`config.mk`:
```
export PLATFORM = sky130hd
export DESIGN_NAME = vga_timing_gen
export DESIGN_NICKNAME = d
export VERILOG_FILES = /design/src/rtl/vga_timing_gen.sv
export SDC_FILE = /design/constraint.sdc
export NUM_CORES = 1
export LEC_CHECK = 0
export ABC_AREA = 0
export CAP_MARGIN = 15
export CORE_ASPECT_RATIO = 0.8
export CORE_MARGIN = 1
export CORE_UTILIZATION = 35
export DETAILED_ROUTE_END_ITERATION = 8
export MAX_ROUTING_LAYER = met4
export SYNTH_ARGS = -nofsm -noshare
export SYNTH_HDL_FRONTEND = slang
export SYNTH_SLANG_ARGS = --single-unit
```
`constraint.sdc`:
```
create_clock -name clk_25mhz -period 2.33 [get_ports clk_25mhz]
set_input_delay 0.3495 -clock clk_25mhz [delete_from_list [all_inputs] [get_ports clk_25mhz]]
set_output_delay 0.3495 -clock clk_25mhz [all_outputs]
set_load 0.1 [all_outputs]
```
`src/rtl/vga_timing_gen.sv`:
```
// rtl/vga_timing_gen.sv - parametrised VGA raster timing generator (optional VGA_FRAME_COUNT_EN adds frame_cnt)
module vga_timing_gen #(
    parameter int unsigned CNT_W    = 16,
    parameter int unsigned H_ACTIVE = 640,
    parameter int unsigned H_FP     = 16,
    parameter int unsigned H_SYNC   = 96,
    parameter int unsigned H_BP     = 48,
    parameter int unsigned V_ACTIVE = 480,
    parameter int unsigned V_FP     = 10,
    parameter int unsigned V_SYNC   = 2,
    parameter int unsigned V_BP     = 33,
    parameter logic        HS_POL   = 1'b0,
    parameter logic        VS_POL   = 1'b0
) (
    input  logic             clk_25mhz,
    input  logic             rst_n,
    input  logic             en,
    output logic [CNT_W-1:0] h_counter,
    output logic [CNT_W-1:0] v_counter,
    output logic             hsync,
    output logic             vsync,
    output logic             active,
    output logic             line_start,
    output logic             frame_start
`ifdef VGA_FRAME_COUNT_EN
    ,
    output logic [7:0]       frame_cnt
`endif
);

    localparam int unsigned H_TOTAL = H_ACTIVE + H_FP + H_SYNC + H_BP;
    localparam int unsigned V_TOTAL = V_ACTIVE + V_FP + V_SYNC + V_BP;

    localparam logic [CNT_W-1:0] H_LAST   = CNT_W'(H_TOTAL - 1);
    localparam logic [CNT_W-1:0] V_LAST   = CNT_W'(V_TOTAL - 1);
    localparam logic [CNT_W-1:0] H_ACT    = CNT_W'(H_ACTIVE);
    localparam logic [CNT_W-1:0] V_ACT    = CNT_W'(V_ACTIVE);
    localparam logic [CNT_W-1:0] HS_START = CNT_W'(H_ACTIVE + H_FP);
    localparam logic [CNT_W-1:0] HS_END   = CNT_W'(H_ACTIVE + H_FP + H_SYNC);
    localparam logic [CNT_W-1:0] VS_START = CNT_W'(V_ACTIVE + V_FP);
    localparam logic [CNT_W-1:0] VS_END   = CNT_W'(V_ACTIVE + V_FP + V_SYNC);

    logic [CNT_W-1:0] h_q, h_d;
    logic [CNT_W-1:0] v_q, v_d;
    logic             hsync_q, hsync_d;
    logic             vsync_q, vsync_d;
    logic             active_q, active_d;
    logic             line_start_q;
    logic             frame_start_q;
    logic             h_wrap;
    logic             v_wrap;

    // Next-state counts and the sync/active decode of those counts, so the
    // registered decode lines up with the registered counters.
    always_comb begin
        h_wrap   = (h_q == H_LAST);
        v_wrap   = (v_q == V_LAST);
        h_d      = h_wrap ? '0 : h_q + CNT_W'(1);
        v_d      = v_q;
        if (h_wrap) begin
            v_d = v_wrap ? '0 : v_q + CNT_W'(1);
        end
        hsync_d  = ((h_d >= HS_START) && (h_d < HS_END)) ? HS_POL : ~HS_POL;
        vsync_d  = ((v_d >= VS_START) && (v_d < VS_END)) ? VS_POL : ~VS_POL;
        active_d = (h_d < H_ACT) && (v_d < V_ACT);
    end

    // Raster state; with en low everything holds and the strobes drop so a
    // held wrap position never repeats a strobe.
    always_ff @(posedge clk_25mhz or negedge rst_n) begin
        if (!rst_n) begin
            h_q           <= '0;
            v_q           <= '0;
            hsync_q       <= ~HS_POL;
            vsync_q       <= ~VS_POL;
            active_q      <= 1'b1;
            line_start_q  <= 1'b0;
            frame_start_q <= 1'b0;
        end else if (en) begin
            h_q           <= h_d;
            v_q           <= v_d;
            hsync_q       <= hsync_d;
            vsync_q       <= vsync_d;
            active_q      <= active_d;
            line_start_q  <= h_wrap;
            frame_start_q <= h_wrap && v_wrap;
        end else begin
            line_start_q  <= 1'b0;
            frame_start_q <= 1'b0;
        end
    end

`ifdef VGA_FRAME_COUNT_EN
    logic [7:0] frame_cnt_q;

    // Completed-frame count, bumped on the same edge that raises frame_start.
    always_ff @(posedge clk_25mhz or negedge rst_n) begin
        if (!rst_n) begin
            frame_cnt_q <= 8'd0;
        end else if (en && h_wrap && v_wrap) begin
            frame_cnt_q <= frame_cnt_q + 8'd1;
        end
    end

    assign frame_cnt = frame_cnt_q;
`endif

    assign h_counter   = h_q;
    assign v_counter   = v_q;
    assign hsync       = hsync_q;
    assign vsync       = vsync_q;
    assign active      = active_q;
    assign line_start  = line_start_q;
    assign frame_start = frame_start_q;

endmodule

```
==> flow_summary_export.csv <==
group,metric,value,unit
route,routed_wl,7210,µm
grt,grt_pass1_vias,2226,
yosys,syn_nets,279,
critical_path,critPathRequiredTime,2550,ps
hold_path,hold_class,"input pin to async pin",
grt,antenna_found_initial,0,
critical_path,path_max_fanout,5,
yosys,syn_area_per_cell,8.72,µm²
route,antenna_left,0,
run,drv_cap,0,
sta,setup_violations,1,
yosys,synth_most_common_cell,"dfrtp_1",
final_layout,utilization,51.2,%
placement,gp_congestion,0.910,
yosys,synth_edf_count,0,
placement,port-buffer-count,39,
status,status,"complete, but fails checks",
sta,clock.fmax,425,MHz
placement,hpwl,5420,µm
pwr,switching_power,823,µW
final_layout,fin_nets,358,
cts,numCtsBuffers,5,
cts,cts-htree-levels,2,
grt,grt_pass1_wl,11700,µm
pwr,pwr-share-clk,23.1,%
floorplan,core.rowCount,26,
floorplan,start_util,36.8,%
final_layout,final_cells,437,
route,wire_per_inst,16.5,µm
pwr,power.leakage,1.32,nW
cts,clk_pin_slew,80,ps
yosys,ys_seq_area_share,39.1,%
route,drt_iter0_markers,182,
floorplan,die_area,7140,µm²
pwr,intPower,1.11,mW
yosys,synth.top_cell.area_share,35.8,%
pwr,ir_worst_vdd,0.383,mV
grt,grt_usage,22.7,%
cts,clockBufferDepth,2,
grt,gr-total-overflow,0,
final_layout,area_growth,39.2,%
pwr,switching_share,42.7,%
yosys,ys_types,57,
critical_path,path_class,"flop to flop",
critical_path,critPathCaptureType,"flop",
yosys,async_flop_share,100,%
cts,insertion_delay,290,ps
floorplan,die_h,75.8,µm
sta,finClkSkew,6.86,ps
sta,hold-worst-slack,167,ps
floorplan,core,6470,µm²
yosys,syn-instance-count,273,
pwr,p_per_area,583,nW/µm²
cts,cts_num_sinks,37,
critical_path,arrival,2570,ps
sta,final-max-slew-violation-count,0,
placement,placed_cells,425,
final_layout,post_route_cells_drive_above_1_share,43.1,%
sta,rsz0062_at_grt,"true",
yosys,yosysWarningCount,0,
floorplan,die_x,94.2,µm
sta,finalWorstSetupSlack,-23.0,ps
final_layout,insertedDiodeCount,0,
cts,root_buffer,"clkbuf_8",
route,via_count,2437,
pwr,seqPwrFrac,38.3,%
sta,fin_crit,2350,ps
yosys,ys_ff_latch,37,
route,drc,0,
status,violations,"negative setup slack",
yosys,synth_area,2380,µm²
pwr,combPwrFrac,38.6,%
yosys,synth_top_cells_by_count,"dfrtp_1 (34), nand2_1 (25), o21ai_0 (25)",
route,via_per_inst,5.58,
route,drt_pre_antenna_iters,6,
grt,grt_max_degree,38,
critical_path,startpoint_type,"flop",
sta,hold_viol,0,
sta,min_period_over_period,101,%
floorplan,io_pins,40,
sta,maxSlewHeadroom,42.6,%
yosys,synthTopCellsByArea,"dfrtp_1 (36%), o21ai_0 (5.3%), xnor2_1 (4.8%)",
cts,cts_tree,"done",
sta,tightest_slew,861,ps
yosys,yosys.area.top_type,"dfrtp_1",
yosys,ys.flop_type,"dfrtp_1",
## metal layers
metal	vias up	part of all wire (%)	track usage, %	routed length (µm)
met5	-	0	-	0
met4	0	1.2	6.32	88
met3	8	5.1	3.99	365
met2	80	41	31.4	2970
met1	1178	53	33.5	3780
li1	1171	-	-	-
## power by group through the flow
stage          registers [mW]  clock network (mW)  logic (mW)
2_1_floorplan            1.12                   0       0.158
3_3_place_gp            0.751                   0       0.736
3_5_place_dp            0.753                   0       0.741
4_1_cts                 0.739               0.454       0.742
5_1_grt                 0.746               0.480       0.791
6_report                0.739               0.445       0.745
## sequential cells by signal, indices dropped and copies added (netlist names)
| register | count |
|---|---|
| v_counter | 16 |
| active | 1 |
| line_start | 1 |
| h_counter | 16 |
| vsync | 1 |
| hsync | 1 |
| frame_start | 1 |
## cells by family after synthesis
family	synth area share, %
and+or+nand+nor	29.9
AOI/OAI and AO/OA	16.3
DFF	39.1
buffers and inverters	4.78
xor gates and xnor gates	6.62
muxes	1.74
adders and majority gates	1.58
## area by class of cell
| type | instances | area (µm²) |
|---|---|---|
| Sequential cell | 37 | 988 |
| Fill cell | 599 | 3160 |
| Clock inverter | 2 | 10.0 |
| Inverter | 6 | 22.5 |
| Tap cell | 84 | 105 |
| Timing Repair Buffer | 93 | 698 |
| Multi-Input combinational cell | 209 | 1420 |
| Clock buffer | 6 | 72.6 |
## final timing paths
check	start	end	slack, ps	depth (start not counted)
max	h_counter[5]	vsync	-20	7
min	rst_n	v_counter[9]	170	1
max reg2reg	h_counter[5]	vsync	-20	7
min reg2reg	active	active	520	2
max in group asynchronous	rst_n	h_counter[8]	1520	1
min in group clk_25mhz	active	active	520	2
## cell usage in the layout, fill, tap and decap left out, types with 6 or more instances in the layout
cell / count
dfrtp_4: 9
xnor2_1: 13
o31ai_1: 6
nand2_1: 24
nor3_1: 8
nand3_1: 17
dfrtp_2: 20
o21ai_0: 21
buf_4: 91
nor2_1: 16
nand4_1: 17
a21oi_1: 10
## stage by stage
step | worst slack (ps) | power, mW | setup TNS, ps | instance area, µm²
after global routing | -127 | 2.02 | -259 | 3310
final | -23.0 | 1.93 | -23.0 | 3310
after CTS | 4.35 | 1.94 | 0 | 3280
after global placement | 20.0 | 1.49 | 0 | 3180
after floorplan | -281 | 1.28 | -950 | 2540
after detailed placement | -11.3 | 1.49 | -11.3 | 3180
## repair_timing
item	in CTS	in global routing
buffers inserted	2	2
pin swaps	3	1
hold endpoints to repair	0	0
setup endpoints to repair	1	6
resized for setup	1	7
hold buffers	0	0
## critical path, stage by stage, from the launching register on
cell	delay (ps)
dfrtp_4	490
nor4b_4	270
buf_4	190
and4_2	280
nand4_1	120
mux2i_1	210
or4b_4	470
o31a_1	250
Power figures use the tool's default switching activity.
